### config.mk
export PLATFORM = sky130hd
export DESIGN_NAME = axi4lite_regbank_slave
export DESIGN_NICKNAME = d
export VERILOG_FILES = /design/src/rtl/axi4lite_pkg.sv /design/src/rtl/axi4lite_hold_slot.sv /design/src/rtl/axi4lite_regbank_slave.sv
export SDC_FILE = /design/constraint.sdc
export NUM_CORES = 1
export LEC_CHECK = 0
export ABC_AREA = 1
export CAP_MARGIN = 20
export CORE_MARGIN = 2
export CORE_UTILIZATION = 51
export DETAILED_ROUTE_END_ITERATION = 10
export PLACE_DENSITY_LB_ADDON = 0.3
export SYNTH_ARGS = -nofsm -noshare
export SYNTH_HDL_FRONTEND = slang
export SYNTH_SLANG_ARGS = --single-unit
### constraint.sdc
create_clock -name clk -period 5.3 [get_ports clk]
set_clock_uncertainty 0.05 [all_clocks]
set_input_delay 1.325 -clock clk [delete_from_list [all_inputs] [get_ports clk]]
set_output_delay 1.325 -clock clk [all_outputs]
set_load 0.01 [all_outputs]
### src/rtl/axi4lite_pkg.sv
// Shared AXI4-Lite response codes and the byte-lane merge used by the register bank.
package axi4lite_pkg;

    localparam logic [1:0] RESP_OKAY   = 2'b00;
    localparam logic [1:0] RESP_SLVERR = 2'b10;

    // One byte lane: take the new byte when its strobe is set, otherwise keep the old one.
    function automatic logic [7:0] strb_merge(input logic [7:0] old_byte,
                                              input logic [7:0] new_byte,
                                              input logic       strb);
        return strb ? new_byte : old_byte;
    endfunction

endpackage

### src/rtl/axi4lite_hold_slot.sv
// Single-entry valid+payload holding register for one AXI4-Lite channel beat.
module axi4lite_hold_slot #(
    parameter int WIDTH = 8
) (
    input  logic             clk,
    input  logic             rst,
    input  logic             i_load,
    input  logic             i_clear,
    input  logic [WIDTH-1:0] i_data,
    output logic             o_valid,
    output logic [WIDTH-1:0] o_data
);

    logic             r_valid;
    logic [WIDTH-1:0] r_data;

    // Clear wins: a beat that handshakes on the commit edge is consumed directly, never held.
    always_ff @(posedge clk) begin
        if (rst) begin
            r_valid <= 1'b0;
            r_data  <= '0;
        end else if (i_clear) begin
            r_valid <= 1'b0;
        end else if (i_load) begin
            r_valid <= 1'b1;
            r_data  <= i_data;
        end
    end

    assign o_valid = r_valid;
    assign o_data  = r_data;

endmodule

### src/rtl/axi4lite_regbank_slave.sv
// Parametrised AXI4-Lite register bank: independent AW/W slots, WSTRB lanes,
// SLVERR on unmapped addresses, flat register view and per-register write pulses.
module axi4lite_regbank_slave
    import axi4lite_pkg::*;
#(
    parameter int                    ADDR_WIDTH  = 4,
    parameter int                    DATA_WIDTH  = 32,
    parameter int                    NUM_REGS    = 4,
    parameter logic [DATA_WIDTH-1:0] RESET_VALUE = '0
) (
    input  logic                           clk,
    input  logic                           rst,
    input  logic [ADDR_WIDTH-1:0]          s_awaddr,
    input  logic                           s_awvalid,
    output logic                           s_awready,
    input  logic [DATA_WIDTH-1:0]          s_wdata,
    input  logic [DATA_WIDTH/8-1:0]        s_wstrb,
    input  logic                           s_wvalid,
    output logic                           s_wready,
    output logic [1:0]                     s_bresp,
    output logic                           s_bvalid,
    input  logic                           s_bready,
    input  logic [ADDR_WIDTH-1:0]          s_araddr,
    input  logic                           s_arvalid,
    output logic                           s_arready,
    output logic [DATA_WIDTH-1:0]          s_rdata,
    output logic [1:0]                     s_rresp,
    output logic                           s_rvalid,
    input  logic                           s_rready,
    output logic [NUM_REGS*DATA_WIDTH-1:0] regs_o,
    output logic [NUM_REGS-1:0]            wr_pulse_o
);

    localparam int STRB_W   = DATA_WIDTH / 8;
    localparam int ADDR_LSB = $clog2(STRB_W);
    localparam int IDX_W    = ADDR_WIDTH - ADDR_LSB;
    localparam int SLOT_W   = STRB_W + DATA_WIDTH;
    localparam logic [IDX_W:0] NUM_REGS_L = (IDX_W + 1)'(NUM_REGS);

    logic [DATA_WIDTH-1:0] r_regs [NUM_REGS];
    logic                  r_ready_en;
    logic                  r_bvalid;
    logic [1:0]            r_bresp;
    logic                  r_rvalid;
    logic [1:0]            r_rresp;
    logic [DATA_WIDTH-1:0] r_rdata;
    logic [NUM_REGS-1:0]   r_wr_pulse;

    logic                  w_aw_held, w_w_held, w_aw_hs, w_w_hs, w_ar_hs, w_commit;
    logic [ADDR_WIDTH-1:0] w_aw_held_addr, w_wr_addr;
    logic [SLOT_W-1:0]     w_w_held_payload;
    logic [DATA_WIDTH-1:0] w_wr_data, w_wr_old, w_wr_new, w_rd_val;
    logic [STRB_W-1:0]     w_wr_strb;
    logic [IDX_W-1:0]      w_wr_idx, w_rd_idx;
    logic                  w_wr_in_range, w_rd_in_range;
    logic                  w_unused_addr_lsbs;

    // Readies stay low for the first cycle after reset so every output reads 0 while in reset.
    assign s_awready = r_ready_en & ~w_aw_held & ~r_bvalid;
    assign s_wready  = r_ready_en & ~w_w_held & ~r_bvalid;
    assign s_arready = r_ready_en & ~r_rvalid;

    assign w_aw_hs  = s_awvalid & s_awready;
    assign w_w_hs   = s_wvalid & s_wready;
    assign w_ar_hs  = s_arvalid & s_arready;
    assign w_commit = (w_aw_held | w_aw_hs) & (w_w_held | w_w_hs);

    axi4lite_hold_slot #(.WIDTH(ADDR_WIDTH)) u_aw_slot (
        .clk     (clk),
        .rst     (rst),
        .i_load  (w_aw_hs),
        .i_clear (w_commit),
        .i_data  (s_awaddr),
        .o_valid (w_aw_held),
        .o_data  (w_aw_held_addr)
    );

    axi4lite_hold_slot #(.WIDTH(SLOT_W)) u_w_slot (
        .clk     (clk),
        .rst     (rst),
        .i_load  (w_w_hs),
        .i_clear (w_commit),
        .i_data  ({s_wstrb, s_wdata}),
        .o_valid (w_w_held),
        .o_data  (w_w_held_payload)
    );

    assign w_wr_addr              = w_aw_held ? w_aw_held_addr : s_awaddr;
    assign {w_wr_strb, w_wr_data} = w_w_held ? w_w_held_payload : {s_wstrb, s_wdata};

    assign w_wr_idx      = w_wr_addr[ADDR_WIDTH-1:ADDR_LSB];
    assign w_rd_idx      = s_araddr[ADDR_WIDTH-1:ADDR_LSB];
    assign w_wr_in_range = {1'b0, w_wr_idx} < NUM_REGS_L;
    assign w_rd_in_range = {1'b0, w_rd_idx} < NUM_REGS_L;

    // Byte-offset bits never take part in the decode.
    assign w_unused_addr_lsbs = ^{s_araddr, w_wr_addr};

    // NOTE: combinational blocks use blocking '=' with every output defaulted first; no latches.
    always_comb begin
        w_wr_old = '0;
        w_rd_val = '0;
        w_wr_new = '0;
        for (int i = 0; i < NUM_REGS; i++) begin
            if (w_wr_idx == IDX_W'(i)) w_wr_old = r_regs[i];
            if (w_rd_idx == IDX_W'(i)) w_rd_val = r_regs[i];
        end
        for (int k = 0; k < STRB_W; k++) begin
            w_wr_new[k*8 +: 8] = strb_merge(w_wr_old[k*8 +: 8], w_wr_data[k*8 +: 8], w_wr_strb[k]);
        end
    end

    // NOTE: the register array is reset because its contents are architecturally visible.
    always_ff @(posedge clk) begin
        if (rst) begin
            r_ready_en <= 1'b0;
            r_bvalid   <= 1'b0;
            r_bresp    <= RESP_OKAY;
            r_rvalid   <= 1'b0;
            r_rresp    <= RESP_OKAY;
            r_rdata    <= '0;
            r_wr_pulse <= '0;
            for (int i = 0; i < NUM_REGS; i++) r_regs[i] <= RESET_VALUE;
        end else begin
            r_ready_en <= 1'b1;
            r_wr_pulse <= '0;

            if (w_commit) begin
                r_bvalid <= 1'b1;
                r_bresp  <= w_wr_in_range ? RESP_OKAY : RESP_SLVERR;
                for (int i = 0; i < NUM_REGS; i++) begin
                    if (w_wr_in_range && w_wr_idx == IDX_W'(i)) begin
                        r_regs[i]     <= w_wr_new;
                        r_wr_pulse[i] <= 1'b1;
                    end
                end
            end else if (s_bready) begin
                r_bvalid <= 1'b0;
            end

            // Reads sample the pre-commit register value on a shared edge.
            if (w_ar_hs) begin
                r_rvalid <= 1'b1;
                r_rresp  <= w_rd_in_range ? RESP_OKAY : RESP_SLVERR;
                r_rdata  <= w_rd_in_range ? w_rd_val : '0;
            end else if (s_rready) begin
                r_rvalid <= 1'b0;
            end
        end
    end

    for (genvar g = 0; g < NUM_REGS; g++) begin : g_flat
        assign regs_o[g*DATA_WIDTH +: DATA_WIDTH] = r_regs[g];
    end

    assign s_bvalid   = r_bvalid;
    assign s_bresp    = r_bresp;
    assign s_rvalid   = r_rvalid;
    assign s_rresp    = r_rresp;
    assign s_rdata    = r_rdata;
    assign wr_pulse_o = r_wr_pulse;

endmodule

# Yosys cells after proc, flatten, opt, wreduce, memory -nomap -nowiden
# Memory sizes are Yosys's and may differ from the RTL's.
# Index checks and enable logic that the tools add are counted.
[word_totals] reg_bits=81 ramBits=128 inputBits=51 word_cells=85 mem_count=1
[memory_table] name="r_regs" words=4 width=32 read_ports=4 rd_ports_with_merged_regs=0 write_ports=4 line_no="axi4lite_regbank_slave.sv:40" source="logic [DATA_WIDTH-1:0] r_regs [NUM_REGS];"
[op_classes] eq_ne=6 mux=41 n_bitwise=20 n_reduce_logical=8
[ops] operator="32-bit 2-to-1 mux" n=12
[ops] operator="36-bit 2-to-1 mux" n=1
[ops] operator="8-bit 2-to-1 mux" n=4
[ops] operator="1-bit 2-to-1 mux" n=23
[ops] operator="1-bit AND" n=9
[ops] operator="2-bit equality test (second input constant)" n=4
[ops] operator="1-bit OR" n=6
[ops] operator="1-bit NOT" n=5
[ops] operator="2-bit by 1-bit equality test with 1-bit output (second input constant)" n=2
[ops] operator="2-bit logical NOT" n=2
[ops] operator="4-bit 2-to-1 mux" n=1
[ops] operator="2-bit AND reduction" n=2
[ops] operator="2-bit nonzero test" n=2
[ops] operator="2-bit OR reduction" n=2

# Logic depth before layout (Yosys ltp)
# Gate-level depths: netlist of the first run.
[depth] depth_word=10 ltp_mapped=10 depth_no_buf=8

# By module
# A second synthesis of the first run with hierarchy kept.
[hier_totals] hier_cells=1309 area_unflattened_um2=11051.8
[by_module_without_submodules] module="axi4lite_regbank_slave" n_inst=1 cells_per_inst=1042 area_each_um2=9200.1 seq_area_each_um2=4624.4
[by_module_without_submodules] module="axi4lite_hold_slot (u_w_slot)" n_inst=1 cells_per_inst=236 area_each_um2=1645.3 seq_area_each_um2=740.7
[by_module_without_submodules] module="axi4lite_hold_slot (u_aw_slot)" n_inst=1 cells_per_inst=31 area_each_um2=206.4 seq_area_each_um2=100.1

# Least setup slack after synthesis of the first run
# OpenSTA, ideal clock, no wires.
[synth_timing] kind="input -> register" start="input port s_awaddr[2]" end="memory r_regs[0][0], enable pin" arrival_time_ns=4.167 slack_ns=0.618 cell_stages=6 n_path_buf=1 cell_sequence="nand2_2 > nand2_2 > buf_6 > nor2_1 > inv_1 > o21ai_0"
[synth_rtl] item="from (decl)" line_no="axi4lite_regbank_slave.sv:13" source="input logic [ADDR_WIDTH-1:0] s_awaddr,"
[synth_rtl] item="to (decl)" line_no="axi4lite_regbank_slave.sv:40"

==> results of run 1 <==
[worst min path at each step]
| stage | endpoint | slack (ns) | cells past startpoint | startpoint |
|---|---|---|---|---|
| after floorplan | u_w_slot.o_data[23] | 0.41 | 2 | u_w_slot.o_data[23] |
| after global placement | s_rvalid | 0.42 | 2 | s_rvalid |
| after detailed placement | s_rvalid | 0.43 | 2 | s_rvalid |
| after CTS | s_rvalid | 0.44 | 2 | s_rvalid |
| after global routing | s_rvalid | 0.46 | 2 | s_rvalid |
| final | s_rvalid | 0.44 | 2 | s_rvalid |
[routing by layer]
metal / track usage [%] / up-vias / wire (um)
met5: 0 / - / 0
met4: 10.92 / 0 / 1087
met3: 6.087 / 99 / 4092
met2: 48.87 / 698 / 15550
met1: 40.32 / 4564 / 12830
li1: - / 4672 / -
[per-stage QoR]
step	setup slack (ns)	utilization [%]
6_report	1.508	66.44
5_1_grt	1.422	66.44
4_1_cts	1.572	66.44
3_5_place_dp	1.062	62.77
3_3_place_gp	1.077	62.77
2_1_floorplan	0.6176	-
[flip-flops by register name, indices dropped and copies added, names as in the netlist]
register / count
s_bvalid: 1
wr_pulse_o: 4
s_rvalid: 1
u_w_slot.o_data: 36
u_w_slot.o_valid: 1
r_ready_en: 1
u_aw_slot.o_data: 2
s_rdata: 32
u_aw_slot.o_valid: 1
r_regs: 128
[area by class of cell]
| cell class | instances | share of cell area [%] |
|---|---|---|
| inverter | 90 | 2.529 |
| tap | 270 | 2.529 |
| sequential | 207 | 40.62 |
| clock inverter | 13 | 1.002 |
| multi-input combinational | 906 | 31.39 |
| clock buffer | 28 | 4.524 |
| timing repair buffer | 233 | 17.40 |
[cells in the final DEF, fill, tap and decap left out, drive strengths merged]
cell	count
nand2	318
clkdlybuf4s50	215
a21oi	153
nand3	143
o21ai	133
edfxtp	128
nor2	120
inv	90
dfxtp	79
clkbuf	28
buf	18
nand3b	17
clkinv	10
a31oi	9
o21a	4
conb	4
bufinv	3
nor3	2
nand4	2
or2	1
[worst max-delay path, cell delays in order]
cell	delay [ns]
clkdlybuf4s50_1	0.50
nand2_1	0.47
nand2_2	0.11
buf_4	0.28
nor2_1	0.26
inv_1	0.13
o21ai_4	0.61
buf_12	0.26
[synthesized netlist by cell type, types with 2 or more instances]
master	n	area share, %
clkbuf_1	30	1.1
nand2_1	307	11
a31oi_1	9	0.54
o21ai_0	129	6.2
nand3b_1	17	1.2
buf_4	7	0.51
o21ai_1	4	0.19
edfxtp_1	128	37
o21a_1	4	0.29
buf_6	15	1.6
nor2_1	117	4.2
inv_1	84	3.0
a21oi_1	152	7.3
dfxtp_1	79	15
nor2_4	2	0.22
nor3_1	2	0.096
inv_2	6	0.22
nand2_2	6	0.36
nand2_4	5	0.54
nand3_1	143	6.9
buf_2	34	1.6
[kinds of logic (layout without fill, tap and decap cells)]
family / after synthesis / after routing
and+or+nand+nor: 603 / 603
AOI/OAI and AO/OA: 299 / 299
DFF: 207 / 207
buffers and inverters: 177 / 364
other: 1 / 4
[power groups by stage]
stage	Sequential, mW	Combinational [mW]	Clock, mW
floorplan	1.93	0.402	0
global placement	1.91	0.731	0
detailed placement	1.92	0.745	0
CTS	1.88	0.749	1.58
global route	1.90	0.825	1.65
finish	1.89	0.762	1.58
==> results.yml, run 1 <==
run_status:
  outcome: "finished clean"
synthesis:
  synthFlopType: "edfxtp_1"
  synthCells: 1287
  synth_fa_ha_area_share_pct: 0
  avgSynthCellArea_um2: 8.083
  muxShareOfSynthArea_pct: 0
  async_reset_ff_share_pct: 0
  ys_types: 28
  yosysSeqAreaShare_pct: 52.15
  yosys.area_share.simple_pct: 25.05
  synth_top_family_by_area: "simple AND/OR/NAND/NOR gates"
  yosys_warnings: 0
  synth_compound_area_share_pct: 14.63
  synth_edf_count: 128
  syn_area_um2: 10400
  ys_ff_latch: 207
  synthXorXnorAreaFrac_pct: 0
flow_run:
  cap_violations: 0
timing:
  worst_pin_slew_ns: 0.9995
  grt_setup_unrepaired: "false"
  fmaxAchievable_mhz: 263.7
  tns_ns: 0
  min_period_ns: 3.792
  hold_viol_final: 0
  finalMaxSlewViolations: 0
  setup_violations: 0
  fin_crit_sh_pct: 71.54
  holdWs_ns: 0.4403
  slew_headroom_pct: 33.20
power_and_ir_drop:
  comb_power_share_pct: 18.0
  ir_drop_v: 0.0002506
  powerDensity_nw_per_um2: 316.5
  p_leak_nw: 5.505
  power.switching_mw: 1.188
  internal_power_mw: 3.040
  power_mw: 4.228
  p_sw_share_pct: 28.10
  p_seq_share_pct: 44.6
  p_clk_share_pct: 37.4
cells_and_area:
  syn_to_final_growth_pct: 28.41
  instances_no_fill: 1747
  final_area_um2: 13360
  drive_gt1_share_pct: 5.484
  nNetsFinal: 1512
  multi_input_area_um2: 4193
  diodes: 0
  final-seq-area_um2: 5426
  fillers: 1619
critical_path:
  critPathLaunchType: "input port"
  timing.critical_path.from: "s_awaddr[3]"
  cp-end-kind: "flop"
  critical_path_class: "input port to flop"
  reg2reg_depth: 5
  cp.arrival_ns: 3.94
  r2r-start: "u_w_slot.o_valid"
  r2r_slack_ns: 2.09
  cp_max_fo: 31
  rr_endpoint: "r_regs[2][11]"
  worstSetupEndpoint: "r_regs[0][11]"
  crit_required_ns: 5.45
global_route:
  antenna_found_initial: 0
  grt_max_degree: 57
  grt_pass1_wl_um: 51470
  overflow: 0
  track_usage_pct: 30.12
  grt_pass1_vias: 9415
die:
  dieWidth_um: 146.8
  die_y_um: 146.8
  die_area_um2: 21560
  start_util_pct: 51.74
  core.rowCount: 52
  top_level_ports: 224
  core_area_um2: 20100
placement:
  placed_cells: 1706
  gp_congestion: 0.9960
  dpl.hpwl_um: 21310
  io_buffers: 215
  placed_area_um2: 12620
drt:
  drt-initial-drc-count: 959
  wl_um: 33560
  via_per_inst: 5.743
  dr.pass1.iters: 5
  route.detailed.drc: 0
  ant_nets: 0
  wl_per_cell_um: 19.21
  vias: 10030
clocking:
  insertion_delay_ns: 0.51
  ctsResizeCount: 0
  tritoncts: "built"
  path_clk_slew_ns: 0.06
  cts_setup_buffers: 0
  cts_buffer_depth: 3
  cts_made_buffers: 23
  clkSinkCount: 207
  cts_max_level: 1
  clockRootBuffer: "clkbuf_16"
  cts_hold_buffers: 0
min_path:
  hp-class: "flop to flop"
(Power assumes the default switching activity.)
==> run 2: changes to the inputs <==
Clock period 5.3 ns to 3.5 ns, I/O delays scaled along.
==> results.yml, run 2 (synthesis gave the netlist of run 1 again) <==
critical_path:
  critPathMostFrequentCell: "nand2_4"
  reg2reg_depth: 7
  cp.arrival_ns: 3.13
  crit_slowest_cell: "dfxtp_2"
  critPathLaunchType: "flop"
  crit_chain: "inv_2 > nand4_2 > nand2_1 > nand2_4 > nor2_8 > nand2_4 > a21oi_1"
  cp_max_fo: 42
  crit_required_ns: 3.68
  slowest_delay_ns: 0.85
  critical_path_class: "flop to flop"
  cp-end-kind: "flop"
global_route:
  grt_max_degree: 54
  antenna_found_initial: 0
  track_usage_pct: 30.63
  grt_pass1_vias: 9672
  grt_pass1_wl_um: 52030
  overflow: 0
clocking:
  cts_made_buffers: 22
  cts_setup_buffers: 0
  tritoncts: "built"
  cts_hold_buffers: 0
  ctsResizeCount: 0
  cts_max_level: 1
  clkSinkCount: 207
  cts_buffer_depth: 3
  insertion_delay_ns: 0.51
  clockRootBuffer: "clkbuf_16"
  path_clk_slew_ns: 0.06
timing:
  min_period_ns: 2.952
  worst_pin_slew_ns: 0.8017
  fin_crit_sh_pct: 84.34
  setup_violations: 0
  finalMaxSlewViolations: 0
  fmaxAchievable_mhz: 338.8
  grt_setup_unrepaired: "false"
  tns_ns: 0
  hold_viol_final: 0
  slew_headroom_pct: 46.55
power_and_ir_drop:
  p_sw_share_pct: 28.60
  p_clk_share_pct: 36.7
  powerDensity_nw_per_um2: 473.7
  power.switching_mw: 1.818
  power_mw: 6.357
  ir_drop_v: 0.0003235
  p_seq_share_pct: 45.0
  p_leak_nw: 5.552
  comb_power_share_pct: 18.4
  internal_power_mw: 4.539
die:
  core.rowCount: 52
  dieWidth_um: 146.8
  start_util_pct: 51.74
  top_level_ports: 224
  die_y_um: 146.8
  die_area_um2: 21560
  core_area_um2: 20100
placement:
  io_buffers: 215
  gp_congestion: 0.9613
  dpl.hpwl_um: 22080
min_path:
  hold_depth: 2
  hp-class: "flop to flop"
run_status:
  outcome: "finished clean"
drt:
  drt-initial-drc-count: 1128
  ant_nets: 0
  dr.pass1.iters: 6
  wl_per_cell_um: 19.50
  wl_um: 34300
  route.detailed.drc: 0
  via_per_inst: 5.820
  vias: 10240
cells_and_area:
  largest_register_ffs: 128
  layout_common_cells: "nand2_1 (307), clkdlybuf4s50_1 (214), a21oi_1 (152)"
  drive_gt1_share_pct: 6.384
  top_register: "r_regs"
  nNetsFinal: 1523
  syn_to_final_growth_pct: 29.02
  layout_commonest_cell: "nand2_1"
  fillers: 1590
flow_run:
  cap_violations: 0
[run 2: final timing paths]
check,start,endpoint,slack (ns)
worst min-delay path,s_rvalid,s_rvalid,0.44
worst max register to register,u_w_slot.o_valid,r_regs[2][0],0.55
worst max-delay path,u_w_slot.o_valid,r_regs[2][0],0.55
worst min register to register,s_rvalid,s_rvalid,0.44
[run 2: power groups by stage]
stage                     clock network [mW]  registers [mW]  logic (mW)
after detailed placement                   0            2.90        1.14
final                                   2.33            2.86        1.17
after CTS                               2.32            2.85        1.15
after global placement                     0            2.90        1.11
after floorplan                            0            2.92       0.610
after global routing                    2.43            2.87        1.26
[run 2: final cells by class]
class                   count  area [um2]  share of cell area [%]
clock buffers              34       694.4                   5.174
well taps                 270       337.8                   2.517
inverters                  90       337.8                   2.517
repair buffers            245        2397                   17.86
flip-flops and latches    207        5426                   40.43
diodes                      1       2.502                 0.01864
clock inverters             6       32.53                  0.2424
multi-input cells         906        4193                   31.24
[run 2: layer usage]
layer / GRT usage, % / wire length, um / up-vias
li1: - / - / 4694
met1: 39.99 / 12810 / 4710
met2: 49.39 / 16000 / 713
met3: 7.112 / 4240 / 120
met4: 12.82 / 1248 / 0
met5: 0 / 0 / -
[run 2: critical path: cells and delay by family, from the launching register on]
kind                   cells  cell delay (ns)
AO/OA/AOI/OAI              1             0.12
buffers and inverters      1             0.49
flip-flops                 1             0.85
AND/OR/NAND/NOR            5             1.14
[run 2: stage by stage]
stage,utilization [%],setup slack [ns],instances,instance area [um2],hold WS (ns)
2_1_floorplan,-,0.1304,1290,10410,0.4136
3_3_place_gp,63.13,0.5395,1718,12690,0.4274
3_5_place_dp,63.13,0.4723,1718,12690,0.4339
4_1_cts,66.75,0.5805,1758,13420,0.4456
5_1_grt,66.75,0.4088,1758,13420,0.4747
6_report,66.76,0.5481,1759,13420,0.4386
==> run 3: changes to the inputs <==
Settings changed: CORE_UTILIZATION 51 to 47.
Clock period 3.5 ns to 2.55 ns, I/O delays scaled along.
==> results.yml, run 3 (synthesis gave the netlist of run 1 again) <==
clocking:
  ctsResizeCount: 0
  cts_max_level: 1
  path_clk_slew_ns: 0.06
  cts_hold_buffers: 0
  cts_buffer_depth: 3
  insertion_delay_ns: 0.52
  clkSinkCount: 207
  cts_made_buffers: 23
  clockRootBuffer: "clkbuf_16"
  cts_setup_buffers: 0
  tritoncts: "built"
cells_and_area:
  drive_gt1_share_pct: 8.103
  top_register: "r_regs"
  fillers: 1827
  largest_register_ffs: 128
  layout_commonest_cell: "nand2_1"
  nNetsFinal: 1552
  multi_input_area_um2: 4193
  final_area_um2: 13890
  layout_common_cells: "nand2_1 (307), clkdlybuf4s50_1 (214), a21oi_1 (152)"
  syn_to_final_growth_pct: 33.57
  diodes: 0
  final-seq-area_um2: 5426
drt:
  ant_nets: 0
  drt-initial-drc-count: 1088
  vias: 10240
  wl_um: 34730
  via_per_inst: 5.693
  wl_per_cell_um: 19.31
  dr.pass1.iters: 5
  route.detailed.drc: 0
min_path:
  hp-class: "flop to flop"
  min_from: "s_rvalid"
critical_path:
  worstSetupEndpoint: "s_wready"
  cp.arrival_ns: 1.79
  r2r-start: "u_w_slot.o_valid"
  cp-end-kind: "output port"
  crit_chain: "buf_4 > nor3_1 > clkdlybuf4s50_1"
  critical_path_class: "flop to output port"
  crit_required_ns: 1.86
  rr_endpoint: "r_regs[3][21]"
  r2r_slack_ns: 0.39
  slowest_delay_ns: 0.57
  cp_max_fo: 18
  reg2reg_depth: 7
  timing.critical_path.from: "u_w_slot.o_valid"
  critPathLaunchType: "flop"
  crit_slowest_cell: "clkdlybuf4s50_1"
timing:
  slew_headroom_pct: 65.36
  fmaxAchievable_mhz: 403.1
  worst_pin_slew_ns: 0.5192
  grt_setup_unrepaired: "false"
  min_period_ns: 2.481
  fin_crit_sh_pct: 97.30
  setup_violations: 0
  layout_setup_ws_ns: 0.06892
  hold_viol_final: 0
  finalMaxSlewViolations: 0
flow_run:
  cap_violations: 0
die:
  die_y_um: 152.8
  top_level_ports: 224
  start_util_pct: 47.81
  core.rowCount: 54
  dieWidth_um: 152.8
  die_area_um2: 23340
  core_area_um2: 21760
placement:
  io_buffers: 215
  gp_congestion: 0.9131
  dp_slack_ns: -0.03177
  placed_area_um2: 13150
  dpl.hpwl_um: 23590
global_route:
  antenna_found_initial: 0
  overflow: 0
  grt_max_degree: 57
  grt_pass1_wl_um: 53540
  grt_pass1_vias: 9693
  use_met1_pct: 38.38
  track_usage_pct: 28.78
  busiest_layer: "met2"
  grt_use_met3_pct: 6.086
  use_met2_pct: 46.04
power_and_ir_drop:
  ir_drop_v: 0.0004856
  powerDensity_nw_per_um2: 641.6
  p_leak_nw: 5.786
run_status:
  outcome: "finished clean"
==> run 3: cell count changes in the layout (fill, tap and decap cells not counted), moves of 2 or more <==
cell and delta:
buf_4 +9, clkbuf_16 -3, clkinv_1 +3, bufinv_16 +2, buf_12 +19
==> run 3: worst max-delay path, delay by kind of cell (launching register included) <==
| kind | cells | cell delay, ns |
|---|---|---|
| buffers and inverters | 2 | 0.77 |
| DFF | 1 | 0.33 |
| and+or+nand+nor | 1 | 0.18 |
==> run 3: through the flow <==
stage               hold WS, ns  utilization, %  std cells  setup TNS [ns]  total power [mW]
detailed placement       0.4350           60.46       1756        -0.07010             5.661
global placement         0.4268           60.46       1756               0             5.627
floorplan                0.4136               -       1290               0             4.843
finish                   0.4463           63.87       1798               0             8.915
global route             0.4793           63.87       1798               0             9.216
CTS                      0.4523           63.87       1798               0             8.888
==> run 3: per-layer routing <==
layer	vias up	part of all wire, %
li1	4747	-
met1	4694	39
met2	675	46
met3	120	12
met4	0	3.7
met5	-	0
==> run 3: how the worst min path moves through the flow <==
| stage | depth (start not counted) | slack, ns | to |
|---|---|---|---|
| global placement | 2 | 0.43 | u_w_slot.o_data[33] |
| global route | 2 | 0.48 | u_w_slot.o_data[34] |
| CTS | 2 | 0.45 | u_w_slot.o_data[34] |
| detailed placement | 2 | 0.43 | u_w_slot.o_data[34] |
| floorplan | 2 | 0.41 | u_w_slot.o_data[23] |
| finish | 2 | 0.45 | s_rvalid |
==> run 3: cell type report <==
class	instances	share of cell area, %
Clock inverter	12	0.8645
Clock buffer	30	4.475
Multi-Input combinational cell	906	30.18
Timing Repair Buffer	273	20.48
Inverter	90	2.431
Tap cell	280	2.521
Sequential cell	207	39.05
==> run 3: where the power goes <==
| part | switching (mW) | total, mW | internal, mW | leakage [nW] |
|---|---|---|---|---|
| sequential | 0.149 | 3.91 | 3.76 | 1.97 |
| clock | 1.36 | 3.28 | 1.93 | 0.365 |
| combinational | 1.04 | 1.72 | 0.679 | 3.45 |
| total | 2.55 | 8.92 | 6.36 | 5.79 |
